File: config.mk
export PLATFORM = sky130hd
export DESIGN_NAME = ddrctl1_seq
export DESIGN_NICKNAME = d
export VERILOG_FILES = /design/src/rtl/ddrctl1_seq.sv
export SDC_FILE = /design/constraint.sdc
export NUM_CORES = 1
export LEC_CHECK = 0
export BUFFER_PORTS_ARGS = -buffer_cell sky130_fd_sc_hd__buf_2
export CAP_MARGIN = 20
export CORE_MARGIN = 3
export CORE_UTILIZATION = 36
export DETAILED_ROUTE_END_ITERATION = 6
export PLACE_DENSITY = 0.66
export SETUP_SLACK_MARGIN = 0.05
export SLEW_MARGIN = 20
export SYNTH_ARGS = -nofsm -noshare
export SYNTH_HDL_FRONTEND = slang
export SYNTH_SLANG_ARGS = --single-unit
File: constraint.sdc
create_clock -name clock -period 5.7 [get_ports clock]
set_input_delay 0.855 -clock clock [delete_from_list [all_inputs] [get_ports clock]]
set_output_delay 0.855 -clock clock [all_outputs]
set_load 0.02 [all_outputs]
File: src/rtl/ddrctl1_seq.sv
// Initiator-side sequencer for the DdrCtl1 instruction interface: turns 32-bit word
// read/write requests into LA/LD/WRP/RDP instruction bursts and waits for completion.
`timescale 1ns/1ps

`ifndef DdrCtl1_NOP
`define DdrCtl1_NOP 4'h0
`define DdrCtl1_LA0 4'h1
`define DdrCtl1_LA1 4'h2
`define DdrCtl1_LA2 4'h3
`define DdrCtl1_LA3 4'h4
`define DdrCtl1_LD0 4'h5
`define DdrCtl1_LD1 4'h6
`define DdrCtl1_LD2 4'h7
`define DdrCtl1_LD3 4'h8
`define DdrCtl1_RDP 4'h9
`define DdrCtl1_WRP 4'hA
`endif

module ddrctl1_seq #(
    parameter int unsigned TIMEOUT = 4096,
    parameter int unsigned LOW_WIN = 4
) (
    input  logic        clock,
    input  logic        reset,
    input  logic        req_valid,
    output logic        req_ready,
    input  logic        req_write,
    input  logic [31:0] req_addr,
    input  logic [31:0] req_data,
    output logic        rsp_valid,
    output logic        rsp_err,
    output logic [31:0] rsp_data,
    output logic [11:0] inst,
    output logic        inst_en,
    input  logic [31:0] page,
    input  logic        ready
);

    localparam int unsigned CNT_W = ($clog2(TIMEOUT + 1) > 16) ? $clog2(TIMEOUT + 1) : 16;
    localparam logic [CNT_W-1:0] TO_LAST  = CNT_W'(TIMEOUT - 1);
    localparam logic [CNT_W-1:0] WIN_LAST = CNT_W'(LOW_WIN - 1);

    typedef enum logic [2:0] {IDLE, LA, LD, ISSUE, WLOW, WHIGH, DONE} state_t;

    state_t           state_q, state_d;
    logic [31:0]      addr_q, addr_d;
    logic [31:0]      data_q, data_d;
    logic             write_q, write_d;
    logic [31:0]      cache_q, cache_d;
    logic             cache_vld_q, cache_vld_d;
    logic [3:0]       la_mask_q, la_mask_d;
    logic [1:0]       ld_idx_q, ld_idx_d;
    logic [CNT_W-1:0] cnt_q, cnt_d;
    logic [11:0]      inst_q, inst_d;
    logic             inst_en_q, inst_en_d;
    logic             rsp_valid_q, rsp_valid_d;
    logic             rsp_err_q, rsp_err_d;
    logic [31:0]      rsp_data_q, rsp_data_d;

    logic             accept;
    logic [3:0]       miss_mask;
    logic [3:0]       src_mask;
    logic [31:0]      src_addr;
    logic [7:0]       src_byte0;
    logic             src_write;
    logic [1:0]       pick;
    logic [1:0]       ld_nxt;
    logic             step;

    function automatic logic [7:0] byte_of(input logic [31:0] w, input logic [1:0] k);
        case (k)
            2'd0:    return w[7:0];
            2'd1:    return w[15:8];
            2'd2:    return w[23:16];
            default: return w[31:24];
        endcase
    endfunction

    function automatic logic [3:0] la_op(input logic [1:0] k);
        case (k)
            2'd0:    return `DdrCtl1_LA0;
            2'd1:    return `DdrCtl1_LA1;
            2'd2:    return `DdrCtl1_LA2;
            default: return `DdrCtl1_LA3;
        endcase
    endfunction

    function automatic logic [3:0] ld_op(input logic [1:0] k);
        case (k)
            2'd0:    return `DdrCtl1_LD0;
            2'd1:    return `DdrCtl1_LD1;
            2'd2:    return `DdrCtl1_LD2;
            default: return `DdrCtl1_LD3;
        endcase
    endfunction

    function automatic logic [1:0] first_set(input logic [3:0] m);
        if (m[0])      return 2'd0;
        else if (m[1]) return 2'd1;
        else if (m[2]) return 2'd2;
        else           return 2'd3;
    endfunction

    assign req_ready = (state_q == IDLE) & ready;
    assign accept    = req_valid & req_ready;

    assign inst      = inst_q;
    assign inst_en   = inst_en_q;
    assign rsp_valid = rsp_valid_q;
    assign rsp_err   = rsp_err_q;
    assign rsp_data  = rsp_data_q;

    // Acceptance and the LA walk share one "pick next instruction" path; in IDLE it
    // looks at the live request, in LA at the latched copy and remaining byte mask.
    always_comb begin
        miss_mask = 4'hF;
        if (cache_vld_q) begin
            miss_mask = {cache_q[31:24] != req_addr[31:24], cache_q[23:16] != req_addr[23:16],
                         cache_q[15:8]  != req_addr[15:8],  cache_q[7:0]   != req_addr[7:0]};
        end
        if (state_q == LA) begin
            src_mask  = la_mask_q;
            src_addr  = addr_q;
            src_byte0 = data_q[7:0];
            src_write = write_q;
        end else begin
            src_mask  = miss_mask;
            src_addr  = req_addr;
            src_byte0 = req_data[7:0];
            src_write = req_write;
        end
        pick = first_set(src_mask);
    end

    always_comb begin
        state_d     = state_q;
        addr_d      = addr_q;
        data_d      = data_q;
        write_d     = write_q;
        cache_d     = cache_q;
        cache_vld_d = cache_vld_q;
        la_mask_d   = la_mask_q;
        ld_idx_d    = ld_idx_q;
        cnt_d       = cnt_q;
        inst_d      = {`DdrCtl1_NOP, 8'h00};
        inst_en_d   = 1'b0;
        rsp_valid_d = 1'b0;
        rsp_err_d   = 1'b0;
        rsp_data_d  = rsp_data_q;
        ld_nxt      = ld_idx_q + 2'd1;
        step        = 1'b0;

        case (state_q)
            IDLE: begin
                if (accept) begin
                    addr_d      = req_addr;
                    data_d      = req_data;
                    write_d     = req_write;
                    // Cache is loaded at acceptance; every abort path invalidates it anyway.
                    cache_d     = req_addr;
                    cache_vld_d = 1'b1;
                    step        = 1'b1;
                end
            end
            LA: step = 1'b1;
            LD: begin
                inst_en_d = 1'b1;
                if (ld_idx_q == 2'd3) begin
                    state_d = ISSUE;
                    inst_d  = {`DdrCtl1_WRP, 8'h00};
                end else begin
                    ld_idx_d = ld_nxt;
                    inst_d   = {ld_op(ld_nxt), byte_of(data_q, ld_nxt)};
                end
            end
            ISSUE: begin
                state_d = WLOW;
                cnt_d   = '0;
            end
            WLOW: begin
                if (!ready) begin
                    state_d = WHIGH;
                    cnt_d   = '0;
                end else if (cnt_q == WIN_LAST) begin
                    state_d     = DONE;
                    rsp_valid_d = 1'b1;
                    rsp_data_d  = write_q ? rsp_data_q : page;
                end else begin
                    cnt_d = cnt_q + CNT_W'(1);
                end
            end
            WHIGH: begin
                if (ready) begin
                    state_d     = DONE;
                    rsp_valid_d = 1'b1;
                    rsp_data_d  = write_q ? rsp_data_q : page;
                end else if (cnt_q == TO_LAST) begin
                    state_d     = DONE;
                    rsp_valid_d = 1'b1;
                    rsp_err_d   = 1'b1;
                    cache_vld_d = 1'b0;
                end else begin
                    cnt_d = cnt_q + CNT_W'(1);
                end
            end
            DONE:    state_d = IDLE;
            default: state_d = IDLE;
        endcase

        if (step) begin
            inst_en_d = 1'b1;
            if (|src_mask) begin
                state_d   = LA;
                la_mask_d = src_mask & ~(4'b0001 << pick);
                inst_d    = {la_op(pick), byte_of(src_addr, pick)};
            end else if (src_write) begin
                state_d  = LD;
                ld_idx_d = 2'd0;
                inst_d   = {`DdrCtl1_LD0, src_byte0};
            end else begin
                state_d = ISSUE;
                inst_d  = {`DdrCtl1_RDP, 8'h00};
            end
        end
    end

    always_ff @(posedge clock) begin
        if (reset) begin
            state_q     <= IDLE;
            addr_q      <= '0;
            data_q      <= '0;
            write_q     <= 1'b0;
            cache_q     <= '0;
            cache_vld_q <= 1'b0;
            la_mask_q   <= '0;
            ld_idx_q    <= '0;
            cnt_q       <= '0;
            inst_q      <= {`DdrCtl1_NOP, 8'h00};
            inst_en_q   <= 1'b0;
            rsp_valid_q <= 1'b0;
            rsp_err_q   <= 1'b0;
            rsp_data_q  <= '0;
        end else begin
            state_q     <= state_d;
            addr_q      <= addr_d;
            data_q      <= data_d;
            write_q     <= write_d;
            cache_q     <= cache_d;
            cache_vld_q <= cache_vld_d;
            la_mask_q   <= la_mask_d;
            ld_idx_q    <= ld_idx_d;
            cnt_q       <= cnt_d;
            inst_q      <= inst_d;
            inst_en_q   <= inst_en_d;
            rsp_valid_q <= rsp_valid_d;
            rsp_err_q   <= rsp_err_d;
            rsp_data_q  <= rsp_data_d;
        end
    end

endmodule

==> results by group, run 1 <==
Route
  – DRT Wirelength: 18,800 um
  – Initial DRT Pass Iterations: 5
  – Per-cell routed wire length: 15.6 um
  – Remaining antenna violation count after routing: 0
  – DR DRC count: 0
  – DR vias/cell: 5.15
  – Via count: slightly above 6,000
  – Initial DRC count: 471

Timing
  – Slew @ Worst Pin: 1030 ps
  – Setup TNS: 0 ps
  – Max-slew violations: 0
  – Slew headroom: between 30 and 40%
  – Unrepaired setup endpoints after global routing: no
  – F_max: about 290 MHz
  – Period utilization: 61.6%
  – Crit path time final: 3510 ps
  – Worst clock skew: approximately 14 ps
  – Hold Violations, Final: 0
  – Final setup vio count: 0

Cells and area
  – Commonest cells after routing, fill and taps aside: nand2_1, buf_2, dfxtp_1, a21oi_1, nor2_1
  – Share of layout cells above drive strength 1: 21.0%
  – Nets@finish: 1,067
  – Area growth syn-to-layout: 21.9%
  – Total inserted antenna cells: 0
  – Most common cell after layout, fill and taps aside: nand2_1

Synth
  – Post-synth top flop: dfxtp_1
  – Synthesized area: 0.00663 mm2
  – Post-Syn Instances: 850
  – Ys Warns: 0
  – Ys async rst share: 0%
  – Yosys reg bits: 138
  – Sequential fraction of the synthesis area: 41.7%
  – Syn Area/Cell: 7.80 um2
  – Post-Synthesis Net Count: between 900 and 1,000
  – EDFF count, synth: 0
  – Synth cell types: 57

Global routing
  – Global-route wire length before repair: around 30,000 um
  – Initial antenna violation count: 1
  – Total gr overflow: 0
  – GRT Total Usage: 18.6%
  – Largest net degree at the start of global routing: 68
  – Vias in the first global route: 5,978

Worst setup path
  – CP required: 6040 ps
  – Worst-path fanout max: 26
  – Arrival time at the worst endpoint: between 3000 and 4000 ps
  – Worst setup SP type: flop
  – Crit. End Element: flop
  – WS Path Type: flop to flop
  – Reg2reg setup slack: 2190 ps

Place
  – GP Congestion: 0.850
  – Port Buf Inserts: 148
  – DP HPWL: 13,100 um

Clock tree
  – Worst skew pair latency: 420 ps
  – Root Driver: clkbuf_16
  – TritonCTS clock tree: built
  – Register clock-pin slew on the reported worst setup and hold paths: 60 ps
  – Clk sink count: ~140
  – CTS resizes: 0
  – Cts hold-fix bufs: 0
  – CTS buffer count: 17
  – Buffer depth of the longest clock path: 2
  – Postcts setup bufs: 0
  – H-tree Lvls: 4

Run status
  – Status: finished clean

Power and ir drop
  – Pwr dens: 298 mW/mm2
  – LEAKAGE: 3.18 nW
  – Worst VDD drop: 0.208 mV
  – Total power: 2.41 mW

Hold path
  – Min-Delay Path Class: flop to flop

Floorplanning
  – Core Area: 0.0177 mm2
  – Core Rows: 48
  – Chip Width: 142 um
  – Starting Density: approximately 38%
  – Die area: 0.0201 mm2
  – Die Ht: 142 um
  – IO Count: 149

Job
  – # Max-Cap Violations: 0
[sequential cells by signal (all words and copies together), names as in the netlist, 2 cells and up]
signal / flops
cache_q: 32
data_q: 32
rsp_data: 32
cnt_q: 16
inst: 12
la_mask_q: 4
state_q: 3
ld_idx_q: 2
[through the flow]
step	hold WS, ps	setup slack (ps)	utilization (%)	instances	area (um2)
after global routing	471	1870	45.8	1203	8080
after CTS	455	2220	45.8	1203	8080
after detailed placement	446	2140	42.3	1171	7470
final	453	2190	45.8	1203	8080
after floorplan	436	2780	-	850	6630
after global placement	442	2260	42.3	1171	7470
[cell usage after synthesis, types with 3 or more instances]
cell type	n	share of area [%]
xnor2_1	44	5.8
buf_2	12	0.91
a22oi_1	5	0.57
nor2_1	76	4.3
and3_1	10	0.94
nand2_1	229	13
mux2i_1	49	7.4
a21oi_1	112	8.5
nand4_1	12	1.1
nand3_1	19	1.4
a221o_1	8	1.2
and2_1	4	0.38
a311o_1	8	1.2
nor3_1	6	0.45
inv_1	4	0.23
nor4_1	5	0.47
clkbuf_1	39	2.2
o21ai_1	3	0.23
buf_1	5	0.28
dfxtp_1	138	42
a21oi_2	9	1.2
o21ai_0	12	0.91
[worst paths after layout]
check / startpoint / endpoint / cells past startpoint
setup / recovery: state_q[0]$_SDFFE_PP0P_ / inst[6]$_SDFF_PP0_ / 7
hold / removal: data_q[6]$_SDFFE_PP0P_ / data_q[6]$_SDFFE_PP0P_ / 2
setup reg to reg: state_q[0]$_SDFFE_PP0P_ / inst[6]$_SDFF_PP0_ / 7
hold reg to reg: data_q[6]$_SDFFE_PP0P_ / data_q[6]$_SDFFE_PP0P_ / 2
[where the power goes]
group	internal, mW	switching [mW]	leakage (nW)
logic	0.0993	0.157	1.77
registers	0.996	0.0252	1.12
clock network	0.714	0.418	0.284
total	1.81	0.600	3.18
[cells by family (layout without fill, tap and decap cells)]
family	after synthesis	count (layout)	synth area share (%)
fa+ha+maj	1	1	0.189
compound gates	173	173	15.9
buf+inv	64	192	4.10
mux	49	49	7.40
xor+xnor	46	46	6.08
flops	138	138	41.7
simple gates	379	379	24.7
[metal layers]
metal	wire length, um	part of all wire [%]	global-route usage, %
met2	8480	45	29.8
met5	13	0.069	0
met3	1470	7.8	5.86
met1	8580	46	24.5
met4	266	1.4	4.75
[worst max-delay path, stage by stage, from the launching register on]
cell     delay, ps
dfxtp_1        430
or3b_2         700
nand4_1        150
or4_1          650
nor2b_4        220
nor4b_4        850
a22oi_1        220
a21oi_1        190
[area by class of cell]
| class | instances | area, um2 |
|---|---|---|
| multi-input cells | 648 | 3610 |
| well taps | 225 | 282 |
| inverters | 4 | 15.0 |
| clock inverters | 9 | 139 |
| clock buffers | 23 | 468 |
| fillers | 1768 | 9580 |
| repair buffers | 156 | 803 |
| flip-flops and latches | 138 | 2760 |
No activity file was read; power rests on OpenSTA's default activity.
==> run 2: changes to the inputs <==
--- a/config.mk
+++ b/config.mk
@@ -10,7 +10,7 @@
 export CORE_MARGIN = 3
 export CORE_UTILIZATION = 36
 export DETAILED_ROUTE_END_ITERATION = 6
-export PLACE_DENSITY = 0.66
+export PLACE_DENSITY = 0.68
 export SETUP_SLACK_MARGIN = 0.05
 export SLEW_MARGIN = 20
 export SYNTH_ARGS = -nofsm -noshare
==> constraint.sdc (replaced) <==
create_clock -name clock -period 2.96 [get_ports clock]
set_input_delay 0.444 -clock clock [delete_from_list [all_inputs] [get_ports clock]]
set_output_delay 0.444 -clock clock [all_outputs]
set_load 0.02 [all_outputs]
==> run 2 against run 1 <==
Compared with the run above:
- core utilization increased by 0.52 points
- flip-flop and latch count unchanged
- count of clock-buffer cells in the layout unchanged
- sequential share of layout area decreased by 0.39 points
- routed wire length decreased by 1.0%
- cell count increased by 1.4%
- hold slack got worse by 200 ps
- die area unchanged
- worst setup slack got worse by 1900 ps
- maximum frequency increased by 30%
- non-clock buffer count increased by 18
- clock skew decreased by 7.0 ps
- highest routed layer unchanged
==> results by group, run 2 (synthesis gave the netlist of run 1 again) <==
Run status
  – Status: finished clean

Worst setup path
  – Arrival time at the worst endpoint: 3050 ps
  – Worst-path fanout max: 10
  – Reg2reg end: inst[6]$_SDFF_PP0_
  – CP bufs+invs: 1
  – Crit path largest cell delay: 630 ps
  – Crit. path cell count: 8
  – Reg2reg setup slack: 250 ps
  – Critical path's slowest cell: or4_1
  – Critical path's top delay family: simple AND/OR/NAND/NOR gates
  – WS Path Type: flop to flop
  – CP required: approximately 3300 ps
  – R2R depth: 8
  – Crit. End Element: flop
  – Cell chain of the critical path: or3b_2, nand4_1, or4_1, nor2b_4, nor4b_4, buf_4, a22oi_1, a21oi_1
  – RR Startpoint: state_q[2]$_SDFFE_PP0P_
  – Worst setup SP type: flop

Timing
  – F_max: between 300 and 400 MHz
  – Crit path time final: about 2700 ps
  – Setup TNS: 0 ps
  – Final setup vio count: 0
  – Hold Violations, Final: 0
  – Unrepaired setup endpoints after global routing: no
  – Slew headroom: between 50% and 60%
  – Worst clock skew: around 7 ps
  – Max-slew violations: 0
  – Slew @ Worst Pin: between 700 and 800 ps
  – Period utilization: between 90% and 100%

Place
  – DP HPWL: 13,400 um
  – GP Congestion: around 0.88
  – Port Buf Inserts: roughly 150

Global routing
  – Global-route wire length before repair: 30,300 um
  – Initial antenna violation count: 1
  – GRT Total Usage: ~19%
  – Vias in the first global route: approximately 6,000
  – Total gr overflow: 0
  – Largest net degree at the start of global routing: roughly 50

Cells and area
  – Commonest cells after routing, fill and taps aside: nand2_1, buf_2, dfxtp_1, a21oi_1, nor2_1
  – Nets@finish: 1,085
  – Share of layout cells above drive strength 1: ~22%
  – Most common cell after layout, fill and taps aside: nand2_1
  – Total inserted antenna cells: 0
  – Area growth syn-to-layout: 23.3%

Clock tree
  – Postcts setup bufs: 0
  – Cts hold-fix bufs: 0
  – Root Driver: clkbuf_16
  – Clk sink count: 138
  – Worst skew pair latency: 420 ps
  – Buffer depth of the longest clock path: 2
  – TritonCTS clock tree: built
  – Register clock-pin slew on the reported worst setup and hold paths: 60 ps
  – H-tree Lvls: 4
  – CTS buffer count: 17
  – CTS resizes: 0

Hold path
  – Min-Delay Path Class: primary input to flop
  – Hold path start: page[12]
  – Hold depth: 3
  – WHS Endpoint: rsp_data[12]$_SDFFE_PP0P_

Power and ir drop
  – Total power: 4.44 mW
  – Sequential power share: 44.2%
  – LEAKAGE: 3.26 nW
  – Sw Ratio: between 20 and 30%
  – P_int: about 3.3 mW
  – Combinational Power Share: 11.5%
  – Clk pwr share: 44.4%
  – P_sw: between 1 and 1.5 mW
  – Worst VDD drop: ~0.41 mV
  – Pwr dens: 543 mW/mm2

Route
  – DR vias/cell: 5.16
  – DRT Wirelength: about 19,000 um
  – Remaining antenna violation count after routing: 0
  – Initial DRC count: 389
  – DR DRC count: 0
  – Via count: 6,291
  – Routed length on met3: 1390 um
  – Met2 wire len: roughly 8600 um
  – Highest routed layer: met5
  – Met1 WL: 8270 um
  – Per-cell routed wire length: roughly 15 um
  – Initial DRT Pass Iterations: 5

Floorplanning
  – Core Area: 0.0177 mm2
  – IO Count: 149
  – Die Ht: around 140 um
  – Starting Density: 37.5%
  – Core Rows: 48
  – Die area: 0.0201 mm2
  – Chip Width: 142 um

Job
  – # Max-Cap Violations: 0
-- run 2: cell count changes in the layout (fill, tap and decap cells not counted) --
cell        previous run  this run
buf_4                  9        25
clkinv_2               0         5
buf_12                 0         2
bufinv_16              3         1
clkinvlp_4             3         1
clkinv_4               2         1
inv_6                  1         0
-- run 2: power groups by stage --
| stage | sequential (mW) | clock [mW] | combinational (mW) |
|---|---|---|---|
| 4_1_cts | 1.96 | 2.01 | 0.511 |
| 6_report | 1.96 | 1.97 | 0.509 |
| 3_3_place_gp | 2.00 | 0 | 0.505 |
| 5_1_grt | 1.97 | 2.09 | 0.566 |
| 2_1_floorplan | 2.00 | 0 | 0.308 |
| 3_5_place_dp | 2.00 | 0 | 0.508 |
-- run 2: metrics by stage --
step / std cells / hold slack (ps) / utilization [%] / instance area [um2] / setup slack [ps]
final: 1220 / 256 / 46.3 / 8170 / 254
after global routing: 1220 / 249 / 46.3 / 8170 / 57.1
after CTS: 1220 / 242 / 46.3 / 8170 / 236
after detailed placement: 1189 / 447 / 43.2 / 7630 / 261
after global placement: 1189 / 442 / 43.2 / 7630 / 328
after floorplan: 850 / 436 / - / 6630 / 453
-- run 2: layer usage --
metal,GRT usage [%],vias to the layer above
met2,29.1,216
met4,5.30,2
met3,6.07,32
met1,24.7,2892
met5,0,-
li1,-,3149
-- run 2: layout make-up --
class | count | area (um2)
fill | 1762 | 9480
multi-input combinational | 648 | 3610
sequential | 138 | 2760
timing repair buffer | 174 | 963
clock buffer | 23 | 468
tap | 225 | 282
clock inverter | 8 | 71.3
inverter | 4 | 15.0
-- run 2: worst min-delay path: cells and delay by family --
family / cells / cell delay [ps]
mux: 1 / 50
simple gates: 1 / 70
buf+inv: 1 / 70
-- run 2: worst max path at each step --
stage	end	slack [ps]	startpoint
2_1_floorplan	data_q[25]$_SDFFE_PP0P_	450	ready
3_3_place_gp	inst[6]$_SDFF_PP0_	330	state_q[2]$_SDFFE_PP0P_
3_5_place_dp	inst[6]$_SDFF_PP0_	260	state_q[2]$_SDFFE_PP0P_
4_1_cts	inst[6]$_SDFF_PP0_	240	state_q[2]$_SDFFE_PP0P_
5_1_grt	inst[5]$_SDFF_PP0_	60	state_q[2]$_SDFFE_PP0P_
6_report	inst[6]$_SDFF_PP0_	250	state_q[2]$_SDFFE_PP0P_
